$ cat config.mk
export PLATFORM = sky130hd
export DESIGN_NAME = zigzag_stream
export DESIGN_NICKNAME = d
export VERILOG_FILES = /design/src/rtl/zigzag_stream.sv
export SDC_FILE = /design/constraint.sdc
export NUM_CORES = 1
export LEC_CHECK = 0
export CAP_MARGIN = 20
export CELL_PAD_IN_SITES_DETAIL_PLACEMENT = 0
export CELL_PAD_IN_SITES_GLOBAL_PLACEMENT = 1
export CORE_ASPECT_RATIO = 1.1
export CORE_UTILIZATION = 25
export CTS_CLUSTER_SIZE = 12
export DETAILED_ROUTE_END_ITERATION = 10
export GPL_TIMING_DRIVEN = 0
export MAX_ROUTING_LAYER = met4
export PLACE_DENSITY = 0.43
export SETUP_SLACK_MARGIN = 0.05
export SKIP_LAST_GASP = 1
export SLEW_MARGIN = 20
export SYNTH_ARGS = -nofsm -noshare
export SYNTH_HDL_FRONTEND = slang
export SYNTH_SLANG_ARGS = --single-unit
$ cat constraint.sdc
create_clock -name clk_in -period 4 [get_ports clk_in]
set_input_delay 0.8 -clock clk_in [delete_from_list [all_inputs] [get_ports clk_in]]
set_output_delay 0.8 -clock clk_in [all_outputs]
set_load 0.01 [all_outputs]
$ cat src/rtl/zigzag_stream.sv
// Streaming N x N coefficient reorderer: raster-order input, zig-zag (mode 0) or
// raster (mode 1) output, double-buffered so one block fills while the other drains.
// Optional end-of-block tracking (eob_out) is enabled by defining ZIGZAG_EOB_EN.
module zigzag_stream #(
  parameter int DATA_WIDTH = 11,
  parameter int N          = 8
) (
  input  logic                    clk_in,
  input  logic                    rst_in,
  input  logic [DATA_WIDTH-1:0]   data_in,
  input  logic                    valid_in,
  input  logic                    mode_in,
  output logic                    ready_out,
  output logic [DATA_WIDTH-1:0]   data_out,
  output logic [$clog2(N*N)-1:0]  index_out,
  output logic                    last_out,
  output logic                    valid_out,
  input  logic                    ready_in
`ifdef ZIGZAG_EOB_EN
  ,
  output logic [$clog2(N*N):0]    eob_out
`endif
);

  localparam int NN = N * N;
  localparam int IW = $clog2(NN);
  localparam int RW = $clog2(N);

  logic [DATA_WIDTH-1:0] r_mem [2][NN];
  logic [1:0]            r_full;       // bank holds a complete, not yet drained block
  logic [1:0]            r_bank_mode;  // mode captured at each bank's first beat
  logic                  r_wr_bank;
  logic [IW-1:0]         r_wr_cnt;
  logic                  r_rd_bank;
  logic [IW-1:0]         r_rd_idx;
  logic [RW-1:0]         r_row;
  logic [RW-1:0]         r_col;
  logic                  r_up;

  logic                  w_wr_hs;
  logic                  w_rd_hs;
  logic                  w_wr_last;
  logic                  w_rd_last;
  logic                  w_rd_raster;
  logic [IW-1:0]         w_rd_addr;
  logic [1:0]            w_full_d;
  logic [RW-1:0]         w_row_nx;
  logic [RW-1:0]         w_col_nx;
  logic                  w_up_nx;

  assign ready_out   = !r_full[r_wr_bank];
  assign valid_out   = r_full[r_rd_bank];
  assign w_wr_hs     = valid_in && ready_out;
  assign w_rd_hs     = valid_out && ready_in;
  assign w_wr_last   = (r_wr_cnt == IW'(NN - 1));
  assign w_rd_last   = (r_rd_idx == IW'(NN - 1));
  assign w_rd_raster = r_bank_mode[r_rd_bank];
  assign w_rd_addr   = w_rd_raster ? r_rd_idx : IW'(int'(r_row) * N + int'(r_col));

  // Outputs are forced to zero while idle so reset/idle values are deterministic.
  assign data_out  = valid_out ? r_mem[r_rd_bank][w_rd_addr] : '0;
  assign index_out = r_rd_idx;
  assign last_out  = valid_out && w_rd_last;

  // Coefficient storage: the writer only ever targets a bank that is not full.
  always_ff @(posedge clk_in) begin
    if (w_wr_hs) begin
      r_mem[r_wr_bank][r_wr_cnt] <= data_in;
    end
  end

  // Write side: beat counter, bank toggle and per-bank mode capture.
  always_ff @(posedge clk_in) begin
    if (rst_in) begin
      r_wr_bank   <= 1'b0;
      r_wr_cnt    <= '0;
      r_bank_mode <= '0;
    end else if (w_wr_hs) begin
      if (r_wr_cnt == '0) begin
        r_bank_mode[r_wr_bank] <= mode_in;
      end
      if (w_wr_last) begin
        r_wr_cnt  <= '0;
        r_wr_bank <= ~r_wr_bank;
      end else begin
        r_wr_cnt <= r_wr_cnt + IW'(1);
      end
    end
  end

  // Bank status: writer and reader always touch different banks, so both may update at once.
  always_comb begin
    w_full_d = r_full;
    if (w_wr_hs && w_wr_last) w_full_d[r_wr_bank] = 1'b1;
    if (w_rd_hs && w_rd_last) w_full_d[r_rd_bank] = 1'b0;
  end

  // Bank status register.
  always_ff @(posedge clk_in) begin
    if (rst_in) r_full <= '0;
    else        r_full <= w_full_d;
  end

  // Zig-zag walker next position; raster mode reads by index and leaves the walker parked.
  always_comb begin
    w_row_nx = r_row;
    w_col_nx = r_col;
    w_up_nx  = r_up;
    if (r_up) begin
      if (r_col == RW'(N - 1)) begin
        w_row_nx = r_row + RW'(1);
        w_up_nx  = 1'b0;
      end else if (r_row == '0) begin
        w_col_nx = r_col + RW'(1);
        w_up_nx  = 1'b0;
      end else begin
        w_row_nx = r_row - RW'(1);
        w_col_nx = r_col + RW'(1);
      end
    end else begin
      if (r_row == RW'(N - 1)) begin
        w_col_nx = r_col + RW'(1);
        w_up_nx  = 1'b1;
      end else if (r_col == '0) begin
        w_row_nx = r_row + RW'(1);
        w_up_nx  = 1'b1;
      end else begin
        w_row_nx = r_row + RW'(1);
        w_col_nx = r_col - RW'(1);
      end
    end
  end

  // Read side: output index, walker state and bank toggle at end of block.
  always_ff @(posedge clk_in) begin
    if (rst_in) begin
      r_rd_bank <= 1'b0;
      r_rd_idx  <= '0;
      r_row     <= '0;
      r_col     <= '0;
      r_up      <= 1'b1;
    end else if (w_rd_hs) begin
      if (w_rd_last) begin
        r_rd_bank <= ~r_rd_bank;
        r_rd_idx  <= '0;
        r_row     <= '0;
        r_col     <= '0;
        r_up      <= 1'b1;
      end else begin
        r_rd_idx <= r_rd_idx + IW'(1);
        if (!w_rd_raster) begin
          r_row <= w_row_nx;
          r_col <= w_col_nx;
          r_up  <= w_up_nx;
        end
      end
    end
  end

`ifdef ZIGZAG_EOB_EN
  logic [IW:0] r_eob;
  logic [IW:0] w_eob_cur;

  // Output indices only increase, so the latest nonzero beat defines the end of block.
  assign w_eob_cur = (|data_out) ? ({1'b0, r_rd_idx} + (IW + 1)'(1)) : r_eob;
  assign eob_out   = valid_out ? w_eob_cur : '0;

  // Running end-of-block position within the block being drained.
  always_ff @(posedge clk_in) begin
    if (rst_in) begin
      r_eob <= '0;
    end else if (w_rd_hs) begin
      r_eob <= w_rd_last ? '0 : w_eob_cur;
    end
  end
`endif

endmodule
# After elaboration in Yosys (flattened, before gate mapping)

Memories as Yosys holds them, arrays and structs flattened. A register that Yosys moved wholly into a read port is not among the register bits.
Index checks and enable logic that the tools add are counted.

Flip-flop bits (word level): 25
Latch bits: 0
RAM bits: 1408
ROM bits: 0
Output and inout port bits: 20
Logic and storage cells: 103
Memories kept: 1

Memory list:

| name  | depth | bits a word | read ports | clocked after memory_dff | wr ports | RTL line | RTL |
|---|---|---|---|---|---|---|---|
| r_mem | 2     | 704         | 1          | 1                        | 1        | 29       | `logic [DATA_WIDTH-1:0] r_mem [2][NN];` |

Add/subtract/negate cells: 7
Multipliers: 0
Div/mod/pow operators: 0
$lt $le $gt $ge: 7
Equality and inequality tests: 9
Shift-type cells: 0
Muxes and demuxes: 45
Bitwise operators: 7
Reduce and logical (&&, ||, !) cells: 18

Operator list:

| cell                                                        | count |
|---|---|
| two-way mux 704 bit                                         | 1 |
| binary-select mux 11 bit (select 6 bit)                     | 1 |
| demux 11 bit (select 6 bit)                                 | 1 |
| two-way mux 11 bit                                          | 4 |
| two-way mux 3 bit                                           | 12 |
| two-way mux 1 bit                                           | 18 |
| two-way mux 6 bit                                           | 3 |
| >= comparator 7 bit (second input constant)                 | 2 |
| inverter 6 -> 7 bit                                         | 2 |
| adder 6 x 1 -> 6 bit (second input constant)                | 2 |
| == test 6 bit (second input constant)                       | 2 |
| logical AND 1 bit                                           | 8 |
| inequality test 4 bit (second input constant)               | 2 |
| AND reduction 2 bit                                         | 4 |
| AND reduction 4 bit                                         | 2 |
| less-than comparator 7 x 1 -> 1 bit (second input constant) | 1 |
| adder 3 x 1 -> 3 bit (second input constant)                | 2 |
| adder 6 x 3 -> 6 bit                                        | 1 |
| == test 3 bit (second input constant)                       | 2 |
| logical NOT 3 bit                                           | 2 |
| logical NOT 6 bit                                           | 1 |
| inequality test 3 bit (second input constant)               | 2 |
| subtractor 3 x 1 -> 3 bit (second input constant)           | 2 |
| less-than comparator 1 x 2 -> 1 bit (second input constant) | 2 |
| other kinds (10)                                            | 14 |

# Logic depth before layout (Yosys ltp)

Depth in word-level cells: 8
Mapped depth: 14
Mapped depth without buffers: 8

# Least setup slack after synthesis

Ideal clock, no wire load.

Kind: flip-flop to output port
Start: reg r_rd_bank
End: out data_out[5]
Arrival: 2830 ps
Setup slack: 370 ps
Cell stages (with the launch flop): 10
Path buffers: 4
Cell sequence: dfxtp_1 -> buf_6 -> mux2i_2 -> clkbuf_1 -> mux2i_1 -> clkbuf_1 -> clkbuf_1 -> nor3_1 -> o31a_1 -> a311oi_1

Longest elaborated chain between the ends: 8
Elaborated cells on any way between the ends: 10
Those cells by class: mux: 9; bitwise: 1

Ends and longest elaborated chain:

| what                                                  | RTL line | RTL |
|---|---|---|
| start, declared                                       | 34       | `logic r_rd_bank;` |
| start signal, assigned                                | 144      | `r_rd_bank <= ~r_rd_bank;` |
| two-way mux 1 bit (implied by the code) (2 in a row)  | 57       | `assign w_rd_raster = r_bank_mode[r_rd_bank];` |
| two-way mux 6 bit                                     | 58       | `assign w_rd_addr = w_rd_raster ? r_rd_idx : IW'(int'(r_row) * N + int'(r_col));` |
| inverter 6 -> 7 bit (implied by the code)             | 61       | `assign data_out = valid_out ? r_mem[r_rd_bank][w_rd_addr] : '0;` |
| binary-select mux 11 bit (select 6 bit)               | 61       |  |
| two-way mux 11 bit (implied by the code) (2 in a row) | 61       |  |
| two-way mux 11 bit (*)                                | 61       |  |
| end, declared                                         | 14       | `output logic [DATA_WIDTH-1:0] data_out,` |

Mark *: on every way between the ends. The rest lies on a longest branch, timed or not. The select of a mux whose other input is x is not followed.

# Final worst setup path

Start: reg r_rd_bank
End: out data_out[8]

Same word-level chain as after synthesis.

==> results.md <==
- Largest area contributor in the netlist: edfxtp_1
- Total global-route track usage: 0.295
- Clock sink count: 1434
- Data arrival time of the worst path: 5.00 ns
- Num CTS Buffers: 160
- Total number of vias: 41774
- Final Cell Area: 75700 µm²
- Vias per std cell: 5.49
- Worst Skew: 0.0339 ns
- Warnings, synthesis: 0
- ANT nets after route: 0
- Post-synth top area share: 0.739
- Synthesized area: 57200 µm²
- First-pass GRT wire length: 425000 µm
- H-tree Lvls: 4
- TritonCTS clock tree: built
- Post-synth EDFFs: 1408
- Fin nets: 4444
- Die area: 231000 µm²
- Placed Instance Area: 64600 µm²
- Post-synth cell types: 71
- Max Cap Viol: 0
- Pwr Density: 418 nW/µm²
- Max-slew violation count: 0
- DP Cell Count: 7106
- # DRC: 0
- Die span in x: 458 µm
- Final Critical Period: 5.80 ns
- Flops & latches, synth: 1434
- GPL Wtd Cong: 1.01
- Sequential area share after synthesis: 0.748
- Syn-to-layout area delta: 32.3%
- Tcrit/Tclk final: 1.45
- Overall power: 31.6 mW
- VDD IR max: 420 µV
- Synth top area cells: edfxtp_1, nand2_1, mux4_2
- Initial antenna violation count: 31
- Main synth FF type: edfxtp_1
- RSZ-0062 raised after global routing: yes
- GRT overflow: 0
- Worst rel slew slack: 0.347
- Buffers on Ports: 34
- Maximum clock insertion buffer count: 3
- Dpl ws: -4.20 ns
- Die Height: 504 µm
- Static Leak: 24.5 nW
- Clock transition at path regs: 0.06 ns
- Net Count, Synth: 3894
- Placeable Area: 227000 µm²
- Avg Cell Area, Syn: 14.8 µm²
- Commonest cells in the netlist: edfxtp_1, nand2_1, nor2_1, nor3_1, a21oi_1
- Critical path endpoint category: output pin
- DP Wirelength: 233000 µm
- Required time of the critical path: 3.20 ns
- Fmax: 172 MHz
- Routed wire per std cell: 44.4 µm
- CP Max Fanout: 10
- CTS Hold Bufs: 0
- Status: complete, but fails checks
- Clk_lat worst skew: 0.84 ns
- Most numerous cell in the Yosys netlist: edfxtp_1
- Post-Synthesis Cells: 3867
- Layout cells sized above 1: 0.283
- Clock root buffer: clkbuf_16
- Row cnt: 183
- Largest net degree at the start of global routing: 97
- Asr flop ratio synth: 0
- DRT Wirelength: 338000 µm
- Initial DRC count: 6729
- Setup CP Type: reg2out
- FILL cells: 22110
- Final hold slack: 0.368 ns
- Vias in the first global route: 38588
- Fin. Hold Viols: 0
- Tightest Pin Transition: 0.977 ns
- DRT Pass-1 Iters: 7
- Io pins: 36
- Finish-stage setup viols: 11
- Failing checks: negative setup slack
- HP Class: in2reg
- Final cell count without fillers: 7611
- Final worst slack: -1.80 ns
- Setup crit start kind: flop
- Initial core utilization: 0.252
## layout make-up
type,count,area (µm²),area share
clock inverters,81,649,0.00858
flip-flops and latches,1434,42800,0.565
plain buffers,254,3570,0.0472
clock buffers,205,4240,0.0560
multi-input cells,2155,15300,0.203
well taps,3052,3820,0.0504
repair buffers,391,5160,0.0681
inverters,21,86.3,0.00114
diodes,18,45.0,0.000595
## placed cells by master (no fill, tap or decap), types with 25 or more instances in the layout
master,count
a311oi_1,33
a21oi_1,103
and3_1,92
a31oi_1,26
a311oi_2,30
edfxtp_1,1408
mux2i_1,71
buf_16,75
mux4_2,67
buf_4,154
buf_6,118
clkbuf_1,54
clkbuf_4,25
o21ai_0,46
nor2_2,121
nand3_1,78
o221ai_1,95
nand2_1,633
clkinv_1,43
nor2_1,75
nor3_1,184
buf_8,60
buf_12,106
clkbuf_2,36
o22ai_1,43
clkbuf_16,172
## cell families after synthesis
logic type	share of synthesized area
muxes	0.0463
AOI/OAI and AO/OA	0.0768
DFF	0.748
buffers and inverters	0.0219
adders and majority gates	0.00240
xor gates and xnor gates	0.00184
and+or+nand+nor	0.103
## registers in the layout (all words and copies together), names as in the netlist, named ones only
signal       cells
r_mem         1408
index_out        6
r_wr_cnt         6
r_col            3
r_row            3
r_bank_mode      2
r_full           2
r_rd_bank        1
r_up             1
r_wr_bank        1
## where the power goes
part | internal [mW] | switching, mW
combinational | 0.125 | 0.491
clock | 7.99 | 6.51
sequential | 16.5 | 0.00630
total | 24.6 | 7.01
## routing by layer
layer	GRT usage	wire, µm
met5	-	0
met4	0.171	24000
met3	0.0559	29400
met2	0.449	153000
met1	0.366	132000
## worst paths after layout
path	from	to	slack (ns)	cells past startpoint
max	r_rd_bank	data_out[8]	-1.80	12
min	data_in[1]	r_mem[0][529]	0.37	1
min reg2reg	r_bank_mode[0]	r_bank_mode[0]	0.53	2
max reg2reg	r_wr_bank	r_mem[0][269]	0.25	6
## critical path: stages, from the launching register on
cell and delay (ns):
dfxtp_2 0.31, buf_6 0.12, mux2_4 0.39, mux2_4 0.45, buf_12 0.20, buf_16 0.17, buf_12 0.18, o211ai_1 0.28
o21ai_2 0.18, a2111oi_4 0.51, o22ai_4 0.20, a222oi_1 0.81, buf_2 0.28
## per-stage QoR
stage,utilization,setup TNS (ns)
after floorplan,-,0
after global placement,0.271,-3986.81
after detailed placement,0.285,-53.19
after CTS,0.330,-17.19
after global routing,0.334,-16.14
final,0.334,-16.89
## timing repair
| action | 4_1_cts | 5_1_grt |
|---|---|---|
| endpoints found under the setup margin | 18 | 11 |
| pin swaps | 77 | 57 |
| buffers inserted | 176 | 27 |
| resized for setup | 900 | 114 |
| cloned | 3 | 1 |
Note: power is estimated with default switching activity, not from simulation.
